[config.mk]
export PLATFORM = sky130hd
export DESIGN_NAME = i2c_register_writer
export DESIGN_NICKNAME = d
export VERILOG_FILES = /design/src/rtl/i2c_register_writer.sv
export SDC_FILE = /design/constraint.sdc
export NUM_CORES = 1
export LEC_CHECK = 0
export ABC_AREA = 1
export CAP_MARGIN = 20
export CORE_UTILIZATION = 54
export DETAILED_ROUTE_END_ITERATION = 6
export HOLD_SLACK_MARGIN = 0.1
export PLACE_DENSITY_LB_ADDON = 0.12
export SLEW_MARGIN = 20
export SYNTH_ARGS = -nofsm -noshare
export SYNTH_HDL_FRONTEND = slang
export SYNTH_SLANG_ARGS = --single-unit
[constraint.sdc]
create_clock -name clk -period 2.05 [get_ports clk]
set_input_delay 0.41 -clock clk [delete_from_list [all_inputs] [get_ports clk]]
set_output_delay 0.41 -clock clk [all_outputs]
set_load 0.05 [all_outputs]
[src/rtl/i2c_register_writer.sv]
// Single-shot I2C master that writes one data byte to one register of a 7-bit slave.
// Optional build macro I2C_REGISTER_WRITER_NACK_ABORT_EN: a NACK ends the transfer with STOP.
module i2c_register_writer #(
  parameter int CLK_DIV = 4
) (
  input  logic       clk,
  input  logic       resetn,
  input  logic       start,
  input  logic [6:0] slave_address,
  input  logic [7:0] register_address,
  input  logic [7:0] databyte_to_register,
  input  logic       sda_i,
  output logic       scl_o,
  output logic       sda_o,
  output logic       busy,
  output logic       done,
  output logic       ack_1,
  output logic       ack_2,
  output logic       ack_3,
  output logic       nack_error
);

  localparam logic [2:0] S_IDLE  = 3'd0;
  localparam logic [2:0] S_START = 3'd1;
  localparam logic [2:0] S_BIT   = 3'd2;
  localparam logic [2:0] S_ACK   = 3'd3;
  localparam logic [2:0] S_STOP  = 3'd4;
  localparam logic [2:0] S_DONE  = 3'd5;

  localparam logic [7:0] CNT_MAX = 8'(CLK_DIV - 1);

  logic [2:0] state, state_n;
  logic [7:0] cnt, cnt_n;
  logic [1:0] phase, phase_n;
  logic [2:0] bit_idx, bit_idx_n;
  logic [1:0] byte_idx, byte_idx_n;
  logic [6:0] addr_q;
  logic [7:0] reg_q;
  logic [7:0] data_q;
  logic [7:0] tx_byte;
  logic       q_end;
  logic       last_q;
  logic       scl_n;
  logic       sda_n;
  logic       busy_n;
  logic       ack_sample;

  assign q_end      = (cnt == CNT_MAX);
  assign last_q     = q_end && (phase == 2'd3);
  assign ack_sample = (state == S_ACK) && (phase == 2'd2) && q_end;

`ifdef I2C_REGISTER_WRITER_NACK_ABORT_EN
  logic cur_ack;
  // The slot's ACK is registered at the end of q2, so it is valid by the end of q3.
  always_comb begin
    cur_ack = ack_3;
    case (byte_idx)
      2'd0:    cur_ack = ack_1;
      2'd1:    cur_ack = ack_2;
      default: cur_ack = ack_3;
    endcase
  end
`endif

  always_comb begin
    state_n    = state;
    cnt_n      = 8'd0;
    phase_n    = 2'd0;
    bit_idx_n  = bit_idx;
    byte_idx_n = byte_idx;
    if (state == S_START || state == S_BIT || state == S_ACK || state == S_STOP) begin
      if (q_end) begin
        cnt_n   = 8'd0;
        phase_n = phase + 2'd1;
      end else begin
        cnt_n   = cnt + 8'd1;
        phase_n = phase;
      end
    end
    case (state)
      S_IDLE: begin
        if (start) begin
          state_n    = S_START;
          bit_idx_n  = 3'd7;
          byte_idx_n = 2'd0;
        end
      end
      S_START: begin
        if (last_q) begin
          state_n    = S_BIT;
          bit_idx_n  = 3'd7;
          byte_idx_n = 2'd0;
        end
      end
      S_BIT: begin
        if (last_q) begin
          if (bit_idx == 3'd0) state_n = S_ACK;
          else bit_idx_n = bit_idx - 3'd1;
        end
      end
      S_ACK: begin
        if (last_q) begin
`ifdef I2C_REGISTER_WRITER_NACK_ABORT_EN
          if (!cur_ack || byte_idx == 2'd2) begin
`else
          if (byte_idx == 2'd2) begin
`endif
            state_n = S_STOP;
          end else begin
            state_n    = S_BIT;
            bit_idx_n  = 3'd7;
            byte_idx_n = byte_idx + 2'd1;
          end
        end
      end
      S_STOP: begin
        if (last_q) state_n = S_DONE;
      end
      S_DONE:  state_n = S_IDLE;
      default: state_n = S_IDLE;
    endcase
  end

  always_comb begin
    tx_byte = data_q;
    case (byte_idx_n)
      2'd0:    tx_byte = {addr_q, 1'b0};
      2'd1:    tx_byte = reg_q;
      default: tx_byte = data_q;
    endcase
  end

  // Bus levels are computed for the state/phase being entered so the pins stay registered.
  always_comb begin
    scl_n  = 1'b1;
    sda_n  = 1'b1;
    busy_n = 1'b1;
    case (state_n)
      S_START: sda_n = ~phase_n[1];
      S_BIT: begin
        scl_n = phase_n[1];
        sda_n = tx_byte[bit_idx_n];
      end
      S_ACK:   scl_n = phase_n[1];
      S_STOP: begin
        scl_n = (phase_n != 2'd0);
        sda_n = phase_n[1];
      end
      default: busy_n = 1'b0;
    endcase
  end

  always_ff @(posedge clk) begin
    if (!resetn) begin
      state      <= S_IDLE;
      cnt        <= 8'd0;
      phase      <= 2'd0;
      bit_idx    <= 3'd0;
      byte_idx   <= 2'd0;
      addr_q     <= 7'd0;
      reg_q      <= 8'd0;
      data_q     <= 8'd0;
      scl_o      <= 1'b1;
      sda_o      <= 1'b1;
      busy       <= 1'b0;
      done       <= 1'b0;
      ack_1      <= 1'b0;
      ack_2      <= 1'b0;
      ack_3      <= 1'b0;
      nack_error <= 1'b0;
    end else begin
      state    <= state_n;
      cnt      <= cnt_n;
      phase    <= phase_n;
      bit_idx  <= bit_idx_n;
      byte_idx <= byte_idx_n;
      scl_o    <= scl_n;
      sda_o    <= sda_n;
      busy     <= busy_n;
      done     <= (state_n == S_DONE);
      if (state == S_IDLE && start) begin
        addr_q     <= slave_address;
        reg_q      <= register_address;
        data_q     <= databyte_to_register;
        ack_1      <= 1'b0;
        ack_2      <= 1'b0;
        ack_3      <= 1'b0;
        nack_error <= 1'b0;
      end
      if (ack_sample) begin
        case (byte_idx)
          2'd0:    ack_1 <= ~sda_i;
          2'd1:    ack_2 <= ~sda_i;
          default: ack_3 <= ~sda_i;
        endcase
        if (sda_i) nack_error <= 1'b1;
      end
    end
  end

endmodule

==> results.sh, run 1 <==
export IMPL_die_h_um=70.7
export IMPL_layout_nets=465
export IMPL_num_vias=2508
export IMPL_layout_common_cells="nand2_1 (62), inv_1 (57), nor2_1 (42)"
export IMPL_reg2reg_from="cnt[1]"
export IMPL_vias_per_cell=5.20
export IMPL_ys_warn_count=0
export IMPL_rsz0062_at_grt="yes"
export IMPL_cp_data_arrival_time_ns=2.15
export IMPL_cts_tree="done"
export IMPL_status="complete, but fails checks"
export IMPL_timing_max_slew_rel_slack_pct=66.9
export IMPL_synth_edff_count=0
export IMPL_r2r_end="sda_o"
export IMPL_syn_nets=411
export IMPL_cts_sinks=49
export IMPL_final_common_cell="nand2_1"
export IMPL_period_share_pct=95.0
export IMPL_drt_iter0_markers=159
export IMPL_htree_levels=2
export IMPL_cts_clk_slew_worst_paths_ns=0.09
export IMPL_die_w_um=70.7
export IMPL_grt_pass1_wl_um=9690
export IMPL_yosys_cell_types_count=28
export IMPL_power_density_mw_per_mm2=572
export IMPL_finalSetupTns_ns=0
export IMPL_cp_required_ns=2.25
export IMPL_maxSlewViolCount=0
export IMPL_max_cap_violations=0
export IMPL_synth_avg_cell_area_um2=6.79
export IMPL_syn_area_mm2=0.00254
export IMPL_place_area_mm2=0.00305
export IMPL_instances_no_fill=482
export IMPL_holdCritPathClass="reg -> reg"
export IMPL_whs_endpoint="cnt[0]"
export IMPL_antenna_left=0
export IMPL_synthCells=375
export IMPL_async_flop_share_pct=0
export IMPL_violations="DRC"
export IMPL_min_path_cells=1
export IMPL_cts_buffers=5
export IMPL_ir_worst_vdd_mv=0.411
export IMPL_firstDrtPassIters=6
export IMPL_routedWlPerCell_um=12.2
export IMPL_start_util_pct=57.3
export IMPL_reg2reg_depth=16
export IMPL_antenna_found_initial=0
export IMPL_worstSetupPathType="reg -> reg"
export IMPL_gr_total_overflow=0
export IMPL_routed_wl_um=5900
export IMPL_synth_seq_area_share_pct=38.5
export IMPL_fin_crit_ns=1.95
export IMPL_grt_usage_pct=24.2
export IMPL_num_rows=24
export IMPL_leakagePower_nw=1.45
export IMPL_syn2layout_area_growth_pct=29.8
export IMPL_dp_cells=470
export IMPL_clock_root_buffer="clkbuf_8"
export IMPL_hpwlAfterDp_um=4320
export IMPL_coreArea_mm2=0.00444
export IMPL_port_buffers=34
export IMPL_gp_congestion=0.855
export IMPL_worstSetupStartpointType="flip-flop"
export IMPL_die_area_mm2=0.00499
export IMPL_antennaDiodeCount=0
export IMPL_finish_instance_area_mm2=0.00330
export IMPL_timing_final_ws_setup_ns=0.102
export IMPL_ctsHoldBuffers=0
export IMPL_cp_max_fo=7
export IMPL_insertion_delay_ns=0.30
export IMPL_max_freq_mhz=513
export IMPL_grt_pass1_vias=2339
export IMPL_dpl_worst_slack_ns=-0.0737
export IMPL_worst_pin_slew_ns=0.496
export IMPL_finalHoldViolCount=0
export IMPL_holdCritStartpoint="cnt[0]"
export IMPL_cts_buffer_depth=2
export IMPL_setup_viol=0
export IMPL_synth_main_ff_cell="dfxtp_1"
export IMPL_pin_count=35
export IMPL_ys_ff_latch=49
export IMPL_clock_skew_ns=0.00620
export IMPL_rrSetupSlack_ns=0.10
export IMPL_finalPower_mw=1.89
export IMPL_drc_errors=4
export IMPL_end_kind="flip-flop"
export IMPL_layout_drive_gt1_share_pct=17.7
export IMPL_grt_max_degree=46
==> critical path, stage by stage (launching register included) <==
cell and delay [ns]:
dfxtp_2 0.37, ha_4 0.17, nand2_4 0.07, nor2_4 0.10, nand3_4 0.11, nand2_2 0.11, nand2_4 0.07, nand2_4 0.07
nand2_4 0.07, nor2_4 0.19, nand2_1 0.08, nand3_1 0.10, nand3_1 0.09, nand2_1 0.08, nand2_1 0.05, nand3_1 0.07
nand2_1 0.04
==> worst max-delay path by stage <==
| stage | from | end | slack, ns | cells after the start |
|---|---|---|---|---|
| final | cnt[1] | sda_o | 0.10 | 16 |
| after global routing | cnt[3] | sda_o | -0.09 | 17 |
| after floorplan | cnt[0] | sda_o | 0.21 | 16 |
| after global placement | start | sda_o | -0.06 | 16 |
| after detailed placement | start | sda_o | -0.07 | 16 |
| after CTS | cnt[1] | sda_o | 0.01 | 16 |
==> power by group <==
| group | switching (mW) | internal (mW) | total, mW |
|---|---|---|---|
| combinational | 0.180 | 0.136 | 0.316 |
| sequential | 0.0191 | 0.999 | 1.02 |
| clock | 0.313 | 0.242 | 0.555 |
==> layer usage <==
layer	wire [µm]	global-route usage (%)
met5	0	0
met4	89	8.22
met1	2580	29.2
met3	240	4.27
met2	2980	43.8
==> timing repair <==
| action | in CTS | in global routing |
|---|---|---|
| pin swaps | 1 | 17 |
| buffers inserted | 0 | 4 |
| endpoints found under the setup margin | 1 | 4 |
| gates resized for setup | 3 | 38 |
==> flip-flops by register name, summed over array words and instances (netlist names) <==
register and count:
ack_1 1, ack_2 1, ack_3 1, addr_q 7
bit_idx 3, busy 1, byte_idx 2, cnt 8
data_q 8, done 1, nack_error 1, phase 2
reg_q 8, scl_o 1, sda_o 1, state 3
==> cell usage after synthesis, types with 6 or more instances <==
master    instances  area, µm²
nand3_1          35        175
a21oi_1          33        165
nand2_1          69        259
clkbuf_1          9       33.8
ha_1              9        113
o21ai_0          29        145
dfxtp_1          49        981
nor2_1           48        180
nand2_2           6       37.5
inv_1            58        218
==> layout make-up <==
cell class / instances / area (µm²)
repair buffers: 56 / 509
flip-flops and latches: 49 / 993
multi-input cells: 256 / 1420
inverters: 61 / 229
clock buffers: 7 / 76.3
fillers: 349 / 1140
well taps: 52 / 65.1
clock inverters: 1 / 7.51
==> per-stage QoR <==
step	utilization (%)	hold WS (ns)
floorplan	-	0.418
global placement	68.7	0.432
detailed placement	68.7	0.440
CTS	70.7	0.422
global route	74.3	0.462
finish	74.3	0.441
==> cell families after synthesis <==
group / Yosys count / synth area share [%]
xor+xnor: 4 / 1.38
buf+inv: 70 / 10.3
flops: 49 / 38.5
compound gates: 68 / 14.0
fa+ha+maj: 9 / 4.42
simple gates: 175 / 31.3
No activity file was read; power rests on OpenSTA's default activity.
==> run 2, diff against run 1 <==
--- a/config.mk
+++ b/config.mk
@@ -9,7 +9,7 @@
 export CAP_MARGIN = 20
 export CORE_UTILIZATION = 54
 export DETAILED_ROUTE_END_ITERATION = 6
-export HOLD_SLACK_MARGIN = 0.1
+export HOLD_SLACK_MARGIN = 0.08
 export PLACE_DENSITY_LB_ADDON = 0.12
 export SLEW_MARGIN = 20
 export SYNTH_ARGS = -nofsm -noshare
==> results of run 2 <==
Final layout, timing and power as in run 1 (identical DEF).
==> run 3, diff against run 2 <==
--- a/config.mk
+++ b/config.mk
@@ -10,8 +10,8 @@
 export CORE_UTILIZATION = 54
 export DETAILED_ROUTE_END_ITERATION = 6
 export HOLD_SLACK_MARGIN = 0.08
-export PLACE_DENSITY_LB_ADDON = 0.12
-export SLEW_MARGIN = 20
+export PLACE_DENSITY_LB_ADDON = 0.3
+export SLEW_MARGIN = 5
 export SYNTH_ARGS = -nofsm -noshare
 export SYNTH_HDL_FRONTEND = slang
 export SYNTH_SLANG_ARGS = --single-unit
==> run 3 against run 2 <==
Against the previous run: maximum frequency grew 1.0%; sequential cell count did not move; combinational power barely moved; global-route usage grew 0.090 points; clock power is 2% higher; the flow still finishes with violations (DRC); die area did not move; hold slack improved by 0.014 ns; cell count up 0.83%; clock-buffer cell count did not move; critical path type unchanged; sequential power is essentially flat; clock skew grew 0.0021 ns; power is 0.60% higher; critical endpoint unchanged.
==> results.sh, run 3 (synthesized netlist as in run 1, its figures left out) <==
export IMPL_crit_buf_inv=0
export IMPL_drt_iter0_markers=133
export IMPL_ir_worst_vdd_mv=0.495
export IMPL_rsz0062_at_grt="yes"
export IMPL_period_share_pct=94.1
export IMPL_setup_viol=0
export IMPL_cp_data_arrival_time_ns=2.13
export IMPL_slowest_delay_ns=0.36
export IMPL_ctsHoldBuffers=0
export IMPL_cts_tree="done"
export IMPL_crit_path_top_delay_cell="dfxtp_2"
export IMPL_maxSlewViolCount=0
export IMPL_min_path_cells=2
export IMPL_layout_nets=470
export IMPL_violations="DRC"
export IMPL_fin_util_pct=75.5
export IMPL_place_area_mm2=0.00309
export IMPL_finish_instance_area_mm2=0.00335
export IMPL_routedWlPerCell_um=11.9
export IMPL_cp_max_fo=7
export IMPL_holdCritPathClass="reg -> reg"
export IMPL_cpLargestDelayFamily="simple AND/OR/NAND/NOR gates"
export IMPL_grt_pass1_vias=2195
export IMPL_rrSetupSlack_ns=0.12
export IMPL_grt_max_degree=30
export IMPL_worstSetupStartpointType="flip-flop"
export IMPL_antennaDiodeCount=0
export IMPL_top_regs="cnt: 8 flops, data_q: 8 flops, reg_q: 8 flops"
export IMPL_reg2reg_from="cnt[1]"
export IMPL_die_area_mm2=0.00499
export IMPL_worstPathCellList="ha_4, nand2_4, nor2_4, nand3_4, nand2_4, nand2_4, nand2_4, nand2_4, nor2_4, nand2_1, nand4_1, nand3_2, nand2_2, nand2_2, nand3_2, nand2_1"
export IMPL_max_freq_mhz=519
export IMPL_n_fill_cell=332
export IMPL_htree_levels=2
export IMPL_layout_common_cells="nand2_1 (64), inv_1 (56), nor2_1 (46)"
export IMPL_timing_final_ws_setup_ns=0.121
export IMPL_end_kind="flip-flop"
export IMPL_pin_count=35
export IMPL_insertion_delay_ns=0.30
export IMPL_clock_skew_ns=0.00827
export IMPL_power_density_mw_per_mm2=567
export IMPL_leakagePower_nw=1.48
export IMPL_cts_buffer_depth=2
export IMPL_drc_errors=2
export IMPL_layout_drive_gt1_share_pct=18.0
export IMPL_antenna_left=0
export IMPL_hpwlAfterDp_um=4310
export IMPL_firstDrtPassIters=6
export IMPL_cts_clk_slew_worst_paths_ns=0.08
export IMPL_status="complete, but fails checks"
export IMPL_syn2layout_area_growth_pct=31.8
export IMPL_gp_congestion=0.879
export IMPL_holdCritStartpoint="reg_q[3]"
export IMPL_cts_sinks=49
export IMPL_antenna_found_initial=0
export IMPL_grt_pass1_wl_um=9620
export IMPL_routed_wl_um=5760
export IMPL_reg2reg_depth=16
export IMPL_cts_buffers=5
export IMPL_num_vias=2475
export IMPL_vias_per_cell=5.09
export IMPL_worst_pin_slew_ns=0.501
export IMPL_port_buffers=34
export IMPL_whs_endpoint="reg_q[3]"
export IMPL_die_h_um=70.7
export IMPL_dpl_worst_slack_ns=-0.119
export IMPL_max_cap_violations=0
export IMPL_fin_crit_ns=1.93
export IMPL_worstSetupPathType="reg -> reg"
export IMPL_r2r_end="sda_o"
export IMPL_start_util_pct=57.3
export IMPL_cp_required_ns=2.25
export IMPL_grt_usage_pct=24.3
export IMPL_coreArea_mm2=0.00444
export IMPL_timing_max_slew_rel_slack_pct=66.5
export IMPL_clock_root_buffer="clkbuf_8"
export IMPL_num_rows=24
export IMPL_gr_total_overflow=0
export IMPL_finalHoldViolCount=0
export IMPL_die_w_um=70.7
export IMPL_crit_top_cell="nand2_4"
export IMPL_final_common_cell="nand2_1"
==> run 3: changes by cell type in the layout (fill, tap and decap cells not counted), moves of 3 or more <==
| cell | delta |
|---|---|
| buf_4 | +5 |
| nand3_1 | -5 |
| nand3_2 | +5 |
| dfxtp_1 | +4 |
| nand2_2 | -4 |
| nor2_1 | +4 |
| nor2_2 | -4 |
| dfxtp_2 | -3 |
==> run 3: final cells by class <==
class / count / area (µm²) / area share, %
sequential: 49 / 986 / 29.4
inverter: 61 / 229 / 6.83
tap: 52 / 65.1 / 1.94
multi-input combinational: 256 / 1440 / 42.9
clock buffer: 7 / 86.3 / 2.57
timing repair buffer: 61 / 547 / 16.3
==> run 3: worst max path at each step <==
stage | from | endpoint | slack, ns | depth (start not counted)
3_5_place_dp | start | sda_o | -0.12 | 14
3_3_place_gp | start | sda_o | -0.05 | 14
6_report | cnt[1] | sda_o | 0.12 | 16
4_1_cts | cnt[0] | sda_o | 0.02 | 16
2_1_floorplan | cnt[0] | sda_o | 0.21 | 16
5_1_grt | state[0] | sda_o | -0.05 | 14
==> run 3: power breakdown <==
group          leakage [nW]  switching [mW]  total (mW)  internal (mW)
Clock                0.0443           0.298       0.566          0.268
Sequential            0.404          0.0182        1.02           1.00
Combinational          1.03           0.178       0.316          0.138
==> run 3: what timing repair did <==
item,CTS,global route
gates resized for setup,3,37
buffers inserted,0,4
endpoints found under the setup margin,2,4
pin swaps,2,25
==> run 3: worst min-delay path, stage by stage (launching register included) <==
cell	delay, ns
dfxtp_1	0.30
inv_1	0.06
a21oi_1	0.06
==> run 3: routing by layer <==
metal | vias up | global-route usage, % | routed length (µm) | share of wire (%)
li1 | 1305 | - | - | -
met1 | 1100 | 32.0 | 2720 | 47
met2 | 62 | 40.3 | 2710 | 47
met3 | 8 | 4.70 | 261 | 4.5
met4 | 0 | 8.44 | 74 | 1.3
met5 | - | 0 | 0 | 0
==> run 3: per-stage QoR <==
step | hold WS (ns) | TNS (ns) | power, mW | std cells
3_3_place_gp | 0.443 | -0.0508 | 1.32 | 475
2_1_floorplan | 0.418 | 0 | 1.22 | 375
4_1_cts | 0.456 | 0 | 1.88 | 482
6_report | 0.455 | 0 | 1.90 | 486
3_5_place_dp | 0.445 | -0.155 | 1.33 | 475
5_1_grt | 0.483 | -0.0496 | 1.99 | 486
